### src/rtl/reg_bank.sv
// Register bank behind the SPI register-access slave: identification, control, pulse bits,
// sticky W1C event status with masked interrupt, free-running counter and scratchpad registers.
module reg_bank #(
  parameter logic [7:0]  VERSION       = 8'h18,
  parameter int unsigned NUM_SCRATCH   = 4,
  parameter logic [7:0]  SCRATCH_RESET = 8'h73,
  parameter logic [7:0]  CTRL_RESET    = 8'h00
) (
  input  logic       clk,
  input  logic       rst,
  input  logic [6:0] regnum,
  input  logic [7:0] regdata_write,
  input  logic       write,
  input  logic       read,
  output logic [7:0] regdata_read,
  input  logic [7:0] event_in,
  output logic [7:0] ctrl_out,
  output logic [7:0] pulse_out,
  output logic       irq
);

  localparam logic [6:0]  AddrVersion = 7'd0;
  localparam logic [6:0]  AddrConfig  = 7'd1;
  localparam logic [6:0]  AddrCtrl    = 7'd2;
  localparam logic [6:0]  AddrPulse   = 7'd3;
  localparam logic [6:0]  AddrStatus  = 7'd4;
  localparam logic [6:0]  AddrMask    = 7'd5;
  localparam logic [6:0]  AddrCntLo   = 7'd6;
  localparam logic [6:0]  AddrCntHi   = 7'd7;
  localparam int unsigned ScratchBase = 8;

  logic [7:0]  ctrl_q, ctrl_d;
  logic [7:0]  pulse_q, pulse_d;
  logic [7:0]  status_q, status_d;
  logic [7:0]  mask_q, mask_d;
  logic        irq_q, irq_d;
  logic [15:0] cnt_q, cnt_d;
  logic [7:0]  shadow_q, shadow_d;
  logic [7:0]  event_q;
  logic [7:0]  rise;
  logic [7:0]  scratch_q [NUM_SCRATCH];
  logic [7:0]  scratch_d [NUM_SCRATCH];

  always_comb begin
    rise     = event_in & ~event_q;
    ctrl_d   = ctrl_q;
    mask_d   = mask_q;
    pulse_d  = 8'h00;
    status_d = status_q;
    shadow_d = shadow_q;
    cnt_d    = cnt_q + 16'd1;
    irq_d    = |(status_q & mask_q);
    scratch_d = scratch_q;

    if (write) begin
      unique case (regnum)
        AddrCtrl:   ctrl_d   = regdata_write;
        AddrPulse:  pulse_d  = regdata_write;
        AddrStatus: status_d = status_q & ~regdata_write;
        AddrMask:   mask_d   = regdata_write;
        AddrCntLo:  cnt_d    = 16'h0000;
        default: begin
          for (int unsigned i = 0; i < NUM_SCRATCH; i++) begin
            if (regnum == 7'(ScratchBase + i)) scratch_d[i] = regdata_write;
          end
        end
      endcase
    end

    // Applied after the clear so a simultaneous new edge keeps the bit set.
    status_d = status_d | rise;

    // Latch the high byte alongside the low-byte read for a coherent 16-bit sample.
    if (read && regnum == AddrCntLo) shadow_d = cnt_q[15:8];
  end

  always_ff @(posedge clk) begin
    if (rst) begin
      ctrl_q   <= CTRL_RESET;
      pulse_q  <= 8'h00;
      status_q <= 8'h00;
      mask_q   <= 8'h00;
      irq_q    <= 1'b0;
      cnt_q    <= 16'h0000;
      shadow_q <= 8'h00;
      for (int unsigned i = 0; i < NUM_SCRATCH; i++) scratch_q[i] <= SCRATCH_RESET;
    end else begin
      ctrl_q   <= ctrl_d;
      pulse_q  <= pulse_d;
      status_q <= status_d;
      mask_q   <= mask_d;
      irq_q    <= irq_d;
      cnt_q    <= cnt_d;
      shadow_q <= shadow_d;
      for (int unsigned i = 0; i < NUM_SCRATCH; i++) scratch_q[i] <= scratch_d[i];
    end
    // Tracked through reset so a level held high across reset is not seen as an edge.
    event_q <= event_in;
  end

  always_comb begin
    regdata_read = 8'h00;
    unique case (regnum)
      AddrVersion: regdata_read = VERSION;
      AddrConfig:  regdata_read = 8'(NUM_SCRATCH);
      AddrCtrl:    regdata_read = ctrl_q;
      AddrPulse:   regdata_read = 8'h00;
      AddrStatus:  regdata_read = status_q;
      AddrMask:    regdata_read = mask_q;
      AddrCntLo:   regdata_read = cnt_q[7:0];
      AddrCntHi:   regdata_read = shadow_q;
      default: begin
        for (int unsigned i = 0; i < NUM_SCRATCH; i++) begin
          if (regnum == 7'(ScratchBase + i)) regdata_read = scratch_q[i];
        end
      end
    endcase
  end

  assign ctrl_out  = ctrl_q;
  assign pulse_out = pulse_q;
  assign irq       = irq_q;

endmodule

### config.mk
export PLATFORM = sky130hd
export DESIGN_NAME = reg_bank
export DESIGN_NICKNAME = d
export VERILOG_FILES = /design/src/rtl/reg_bank.sv
export SDC_FILE = /design/constraint.sdc
export NUM_CORES = 1
export LEC_CHECK = 0
export CAP_MARGIN = 20
export CELL_PAD_IN_SITES_DETAIL_PLACEMENT = 1
export CELL_PAD_IN_SITES_GLOBAL_PLACEMENT = 1
export CORE_ASPECT_RATIO = 1.2
export CORE_MARGIN = 4
export CORE_UTILIZATION = 43
export DETAILED_ROUTE_END_ITERATION = 8
export PLACE_DENSITY = 0.76
export SETUP_SLACK_MARGIN = 0.3
export SYNTH_ARGS = -nofsm -noshare
export SYNTH_HDL_FRONTEND = slang
export SYNTH_SLANG_ARGS = --single-unit
### constraint.sdc
create_clock -name clk -period 2.48 [get_ports clk]
set_input_delay 0.496 -clock clk [delete_from_list [all_inputs] [get_ports clk]]
set_output_delay 0.496 -clock clk [all_outputs]
set_load 0.005 [all_outputs]
# == Word level (Yosys, flattened, before mapping) ==
# Index checks and enable logic that the tools add are counted.
# totals
ff_bits,97
latch_bits,0
ramBits,0
rom_bits,0
in_bits,27
out_inout_bits,25
memories,0
# op_classes
add_sub_neg,1
n_mul,0
div,0
n_lt_le_gt_ge,0
eq_ne,11
n_shift,0
muxes,9
bitwise_logic,9
n_reduce_logical,11
# ops
op,n
$pmux 8 s8,1
$mux 8,6
$mux 16,2
$eq 7x3->1 const B,4
$eq 7x4->1 const B,4
$and 8x8->8,3
$add 16x1->16 const B,1
$not 8->8,2
$eq 7x2->1 const B,2
$reduce_and 3->1,4
$or 8x8->8,1
$reduce_or 8->1,1
$eq 7x1->1 const B,1
$logic_not 7->1,1
$reduce_or 5->1,1
$reduce_and 2->1,2
$not 1->1,3
$reduce_or 3->1,1
$logic_and 1x1->1,1

# == Depth between registers and ports, before layout ==
# Gate-level depths: netlist of run 1.
# logic_depth
depth_word,6
mapped_depth,5
mapped_depth_nobuf,4

# == Worst setup path after synthesis of run 1 ==
# Ideal clock, no wire load.
# synth_path
path_kind,input -> output
startpoint,input regnum[2]
endpoint,output regdata_read[0]
arrival_ps,1613
path_slack_ps,371
path_stages,5
path_buffers,2
cell_sequence,buf_2 nor2b_1 clkbuf_1 nand2_1 o221ai_1
# synth_between
elab_chain_cells,6
elab_cells_between_ends,17
cone_classes,eq/ne (11); mux (5); reduce/logical (1)
# synth_rtl
item,line_no,source
from (decl),11,"input logic [6:0] regnum,"
$eq 7x4->1,114,if (regnum == 7'(ScratchBase + i)) regdata_read = scratch_q[i];
$mux 8 (4 in series),114,
$pmux 8 s8 (*),103,unique case (regnum)
to (decl),15,"output logic [7:0] regdata_read,"
# Every way passes the cells marked *; elsewhere a longest branch is shown, timed or not.

# == Worst setup path in the final report of run 1 ==
# layout_path
startpoint,input regnum[6]
endpoint,output regdata_read[5]
# The elaborated chain is that of the path after synthesis.

==> metrics.md, run 1 <==
| Metric | Value |
|---|---|
| HPWL Detailed | 11.58 mm |
| Fraction of final layout cells sized beyond drive strength 1 | 25.44% |
| Average cell area after synthesis | 9.287 µm² |
| Antenna violations before repair | 0 |
| Period minus WS final | 2.179 ns |
| TritonCTS clock tree | yes |
| Maximum clock rate | 458.9 MHz |
| Startpoint-to-endpoint class of the critical path | input pin to output port |
| Count of inserted antenna diode cells | 0 |
| Complex-gate fraction of the synthesized area | 20.04% |
| CTS Buf Count | 9 |
| Routed wire per std cell | 25.38 µm |
| Yosys warnings | 0 |
| Skew final | 0.003168 ns |
| Post-layout utilization of the core | 59.53% |
| Wire length after detailed routing | 17.67 mm |
| Netlist Area Pre-Place | 4551 µm² |
| Setup tns final | 0 ns |
| Setup repair after global routing missed its margin | true |
| DR vias | 4542 |
| Worst hold path type | flop to flop |
| Post-synth EDFFs | 0 |
| Number of unique standard cell types used by synthesis | 48 |
| Most common flop cell mapped by yosys | sky130_fd_sc_hd__dfxtp_1 |
| DP Cell Count | 670 |
| Highest net fanout along the worst path | 7 |
| Simple logic cell fraction of the synthesized area | 21.78% |
| Via count of the first global-routing pass | 4691 |
| Final number of hold-violating endpoints | 0 |
| Power per cell area | 574.4 nW/µm² |
| Floorplan Core Area | 10160 µm² |
| Post-detailed-route DRC marker count | 0 |
| Number of maximum-capacitance violations | 0 |
| Cell count after synthesis | 490 |
| Full die area | 12300 µm² |
| Async set or reset register ratio after synthesis | 0% |
| Vias per Instance | 6.526 |
| # port buffers | 51 |
| Maximum ir drop on the vdd rail | 0.0002819 V |
| DRT Pass-1 Iters | 5 |
| Post-CTS clock slew at the launch and capture registers of the worst setup and hold paths | 0.07 ns |
| Clock Latency Late Sink | 0.35 ns |
| Cell at the root of the clock tree | sky130_fd_sc_hd__clkbuf_16 |
| Static Leak | 2.092 nW |
| Register area share after synthesis | 42.67% |
| Grt ovf | 0 |
| Final Net Count | 593 |
| Multiplexer area fraction after synthesis | 10.34% |
| Synthesized Nets | 518 |
| Pin count of the biggest net entering global routing | 34 |
| Period utilization | 87.88% |
| Number of levels in the clock H-tree | 3 |
| I/O pin count | 52 |
| Commonest non-fill, non-tap cells in the layout | sky130_fd_sc_hd__dfxtp_1, sky130_fd_sc_hd__buf_4, sky130_fd_sc_hd__a21oi_1 |
| First-pass GRT wire length | 27.00 mm |
| Flop and latch count out of synthesis | 97 |
| CTS Hold Buffers Added | 0 |
| Synthesized-area fraction occupied by xor and xnor cells | 0.5774% |
| Type of element capturing the critical path | output port |
| Slew margin rel. | 59.54% |
| Crit path arrival time | 1.68 ns |
| Height of the die | 120.7 µm |
| Number of clock sinks | 97 |
| Iteration-0 DRC count of the detailed router | 286 |
| Overall Global Routing Usage | 28.92% |
| Endpoints failing setup | 0 |
| Crit start category | input pin |
| Final Instance Count excl. Fillers | 696 |
| X dimension of the die | 101.9 µm |
| Status | finished clean |
| Largest family of logic cells by synthesized area | simple AND/OR/NAND/NOR gates |
| Fraction of the mapped netlist area in adder cells | 0.2750% |
| Post-route antenna net violation count | 0 |
| Transition time at the pin with the least slew margin | 0.6052 ns |
| CP required | 1.98 ns |
| Final estimated routing congestion in global placement | 0.9787 |
| Most common cell after layout, fill and taps aside | sky130_fd_sc_hd__dfxtp_1 |
| Max-slew violation count | 0 |
| Starting utilization of the core area | 44.79% |
| Synthesis-to-finish area growth | 32.91% |
| Clk buf depth | 2 |
| Row count | 40 |
critical path: stages:
cell,delay (ns)
sky130_fd_sc_hd__clkdlybuf4s15_2,0.23
sky130_fd_sc_hd__nor4_2,0.28
sky130_fd_sc_hd__buf_4,0.19
sky130_fd_sc_hd__nand2b_4,0.11
sky130_fd_sc_hd__o221ai_2,0.22
sky130_fd_sc_hd__buf_2,0.16
cell usage after synthesis, drive strengths merged (3+ instances only):
cell | number | share of area [%]
nand2b | 12 | 1.6
a311o | 4 | 0.88
nand4 | 25 | 3.4
nand2 | 12 | 0.99
o221ai | 7 | 1.3
inv | 3 | 0.25
and2 | 10 | 1.4
mux2 | 8 | 2.0
a22oi | 16 | 2.6
nor4 | 25 | 4.0
o311ai | 4 | 0.77
dfxtp | 97 | 43
or4 | 5 | 0.91
nand3 | 17 | 1.9
mux2i | 20 | 4.4
buf | 9 | 1.2
o31ai | 19 | 3.1
clkbuf | 34 | 2.8
o21ai | 30 | 3.3
a21oi | 37 | 4.1
a31oi | 10 | 1.4
a31o | 8 | 1.5
or3 | 6 | 0.93
mux4 | 8 | 4.0
nor2 | 21 | 1.7
nor2b | 24 | 3.3
kinds of logic after synthesis:
group | Yosys count
DFF | 97
buffers and inverters | 47
adders and majority gates | 1
xor gates and xnor gates | 3
AOI/OAI and AO/OA | 140
and+or+nand+nor | 166
muxes | 36
sequential cells by signal, summed over array words and instances, names as in the netlist:
name,count
irq,1
cnt_q,16
shadow_q,8
scratch_q,32
event_q,8
pulse_out,8
status_q,8
ctrl_out,8
mask_q,8
report_power, final:
part / leakage, nW / switching, mW / internal, mW / total (mW)
clock network: 0.152 / 0.644 / 0.843 / 1.49
registers: 0.788 / 0.0204 / 1.58 / 1.60
logic: 1.15 / 0.229 / 0.159 / 0.388
final timing paths:
| kind | start | end | slack (ns) | depth (start not counted) |
|---|---|---|---|---|
| setup reg to reg | cnt_q[2]$_SDFF_PP0_ | cnt_q[15]$_SDFF_PP0_ | 0.50 | 4 |
| hold / removal | scratch_q[2]$_SDFFE_PP0P_ | scratch_q[2]$_SDFFE_PP0P_ | 0.48 | 2 |
| setup / recovery | regnum[6] | regdata_read[5] | 0.30 | 6 |
| hold reg to reg | scratch_q[2]$_SDFFE_PP0P_ | scratch_q[2]$_SDFFE_PP0P_ | 0.48 | 2 |
through the flow:
step	setup WS (ns)	area (µm²)	total power [mW]	hold slack, ns
2_1_floorplan	0.3709	4551	1.782	0.4318
3_3_place_gp	-0.5018	5413	1.947	0.4458
3_5_place_dp	-0.4981	5413	1.957	0.4623
4_1_cts	0.2890	5991	3.463	0.4715
5_1_grt	0.2896	6048	3.588	0.4949
6_report	0.3006	6048	3.474	0.4829
layer usage:
layer	wire, µm	track usage [%]	vias up
met1	7114	35.52	2296
met5	0	0	-
met3	1025	5.597	50
met2	8770	48.45	166
li1	-	-	2030
met4	754	13.13	0
timing repair:
action,4_1_cts,5_1_grt
gates cloned,2,0
pin swaps,15,9
setup endpoints to repair,17,8
gates resized for setup,96,20
setup buffers,6,2
layout make-up:
class | instances | area [µm²]
Clock inverter | 5 | 63.81
Timing Repair Buffer | 107 | 964.7
Sequential cell | 97 | 1942
Multi-Input combinational cell | 346 | 2653
Clock buffer | 11 | 252.7
Fill cell | 1128 | 4111
Inverter | 4 | 15.01
Tap cell | 126 | 157.7
Power figures use the tool's default switching activity.
==> run 2: changes to the inputs <==
- RECOVER_POWER: not set -> 100
==> run 2 against run 1 <==
  * Clock power is essentially flat
  * Global-route usage is the same
  * Non-clock buffer count is the same
  * Cell count is the same
  * First-iteration DRC count shrank 4.5%
  * Clock-buffer cell count is the same
  * Die area is the same
  * Worst hold slack is essentially flat
  * Sequential power is essentially flat
  * Register-to-register slack is essentially flat
  * Critical path depth is the same
  * Via count grew 0.73%
  * Critical endpoint is now regdata_read[6]
  * Largest power group unchanged
  * Highest routed layer unchanged
==> metrics.md, run 2 (synthesized netlist as in run 1, its figures left out) <==
| Metric | Value |
|---|---|
| Startpoint-to-endpoint class of the critical path | input pin to output port |
| Wire length after detailed routing | 17.68 mm |
| HPWL Detailed | 11.58 mm |
| # port buffers | 51 |
| Skew final | 0.004222 ns |
| Status | finished clean |
| Flip-flop count of the largest register after layout | 32 |
| Number of inserted filler cells in the final layout | 1134 |
| Antenna violations before repair | 0 |
| Starting utilization of the core area | 44.79% |
| Reg2reg start | cnt_q[2]$_SDFF_PP0_ |
| Final number of hold-violating endpoints | 0 |
| Worst Hold Launch | scratch_q[7]$_SDFFE_PP0P_ |
| End of the worst register-to-register path | cnt_q[15]$_SDFF_PP0_ |
| Static Leak | 2.114 nW |
| Pin count of the biggest net entering global routing | 34 |
| Number of clock sinks | 97 |
| Final Instance Count excl. Fillers | 696 |
| Highest net fanout along the worst path | 7 |
| Maximum ir drop on the vdd rail | 0.0002833 V |
| DP Cell Count | 670 |
| Type of element capturing the critical path | output port |
| Via count of the first global-routing pass | 4691 |
| Floorplan Core Area | 10160 µm² |
| Number of levels in the clock H-tree | 3 |
| Fraction of final layout cells sized beyond drive strength 1 | 23.68% |
| Post-route antenna net violation count | 0 |
| Row count | 40 |
| Clk buf depth | 2 |
| Max-slew violation count | 0 |
| Post-CTS clock slew at the launch and capture registers of the worst setup and hold paths | 0.07 ns |
| PnR Total Power | 3.464 mW |
| CTS Buf Count | 9 |
| Worst hold margin | 0.4825 ns |
| Overall Global Routing Usage | 28.92% |
| Slew margin rel. | 51.78% |
| I/O pin count | 52 |
| Power per cell area | 578.4 nW/µm² |
| DRT Pass-1 Iters | 5 |
| Crit path arrival time | 1.82 ns |
| Post-detailed-route DRC marker count | 0 |
| DR vias | 4575 |
| Height of the die | 120.7 µm |
| Most common cell after layout, fill and taps aside | sky130_fd_sc_hd__dfxtp_1 |
| X dimension of the die | 101.9 µm |
| Worst hold endpoint | scratch_q[7]$_SDFFE_PP0P_ |
| Register name with the most flops | scratch_q |
| Setup tns final | 0 ns |
| First-pass GRT wire length | 27.00 mm |
| Worst hold path type | flop to flop |
| Number of maximum-capacitance violations | 0 |
| Worst hold stages | 2 |
| Iteration-0 DRC count of the detailed router | 273 |
| Routed wire per std cell | 25.41 µm |
| Crit start category | input pin |
| Cell at the root of the clock tree | sky130_fd_sc_hd__clkbuf_16 |
| Final Net Count | 593 |
| Final estimated routing congestion in global placement | 0.9787 |
| TritonCTS clock tree | yes |
| Flop-to-flop setup slack | 0.50 ns |
| Count of inserted antenna diode cells | 0 |
| Clock Latency Late Sink | 0.35 ns |
| Commonest non-fill, non-tap cells in the layout | sky130_fd_sc_hd__dfxtp_1, sky130_fd_sc_hd__a21oi_1, sky130_fd_sc_hd__buf_4 |
| Length in cells of the worst reg-to-reg path | 4 |
| Endpoints failing setup | 0 |
| Setup repair after global routing missed its margin | true |
| Maximum clock rate | 432.5 MHz |
| Synthesis-to-finish area growth | 31.59% |
| Period minus WS final | 2.312 ns |
| Vias per Instance | 6.573 |
| Largest registers ranked by flip-flop count | scratch_q: 32 flops, cnt_q: 16 flops |
| Grt ovf | 0 |
| Full die area | 12300 µm² |
| Period utilization | 93.24% |
| CP required | 1.98 ns |
| Transition time at the pin with the least slew margin | 0.7233 ns |
run 2: worst max path at each step:
stage / to / slack [ns] / startpoint
finish: regdata_read[6] / 0.17 / regnum[6]
global route: ctrl_out[6]$_SDFFE_PP0P_ / 0.16 / regnum[5]
CTS: regdata_read[7] / 0.29 / regnum[0]
detailed placement: regdata_read[1] / -0.50 / regnum[4]
global placement: regdata_read[2] / -0.50 / regnum[5]
floorplan: regdata_read[0] / 0.37 / regnum[2]
run 2: layout make-up:
type,count,area (µm²),area share [%]
clock inverter,5,63.81,1.066
timing repair buffer,107,930.9,15.55
multi-input combinational,346,2626,43.86
clock buffer,11,252.7,4.221
inverter,4,15.01,0.2507
sequential,97,1942,32.43
tap,126,157.7,2.633
run 2: per-layer routing:
| metal | global-route usage [%] | vias to the layer above | share of wire (%) | wire length (µm) |
|---|---|---|---|---|
| met4 | 13.13 | 0 | 4.2 | 743 |
| met1 | 35.52 | 2300 | 40 | 7028 |
| li1 | - | 2032 | - | - |
| met3 | 5.597 | 51 | 6.2 | 1089 |
| met2 | 48.45 | 192 | 50 | 8820 |
| met5 | 0 | - | 0 | 0 |
run 2: worst max-delay path: stages:
cell	delay, ns
sky130_fd_sc_hd__clkdlybuf4s15_2	0.23
sky130_fd_sc_hd__nor4_2	0.27
sky130_fd_sc_hd__clkbuf_1	0.28
sky130_fd_sc_hd__nand2b_4	0.16
sky130_fd_sc_hd__o221ai_2	0.22
sky130_fd_sc_hd__buf_2	0.15
run 2: power by group:
| part | switching (mW) | leakage [nW] | internal [mW] |
|---|---|---|---|
| registers | 0.0202 | 0.788 | 1.58 |
| clock network | 0.642 | 0.152 | 0.843 |
| logic | 0.227 | 1.17 | 0.153 |
run 2: metrics by stage:
step	utilization, %	instance area, µm²	worst slack (ns)
CTS	58.97	5991	0.2890
global placement	53.28	5413	-0.5018
floorplan	-	4551	0.3709
global route	58.94	5988	0.1645
detailed placement	53.28	5413	-0.4981
finish	58.94	5988	0.1677
run 2: what timing repair did:
item,in CTS,in global routing
endpoints found under the setup margin,17,8
resized for setup,96,20
pin swaps,15,9
hold buffers,0,0
hold endpoints to repair,0,0
buffers inserted,6,2
cloned,2,0
==> run 3: changes to the inputs <==
- CTS_CLUSTER_SIZE: not set -> 30
==> results of run 3 <==
Final layout, timing and power as in run 2 (identical DEF).
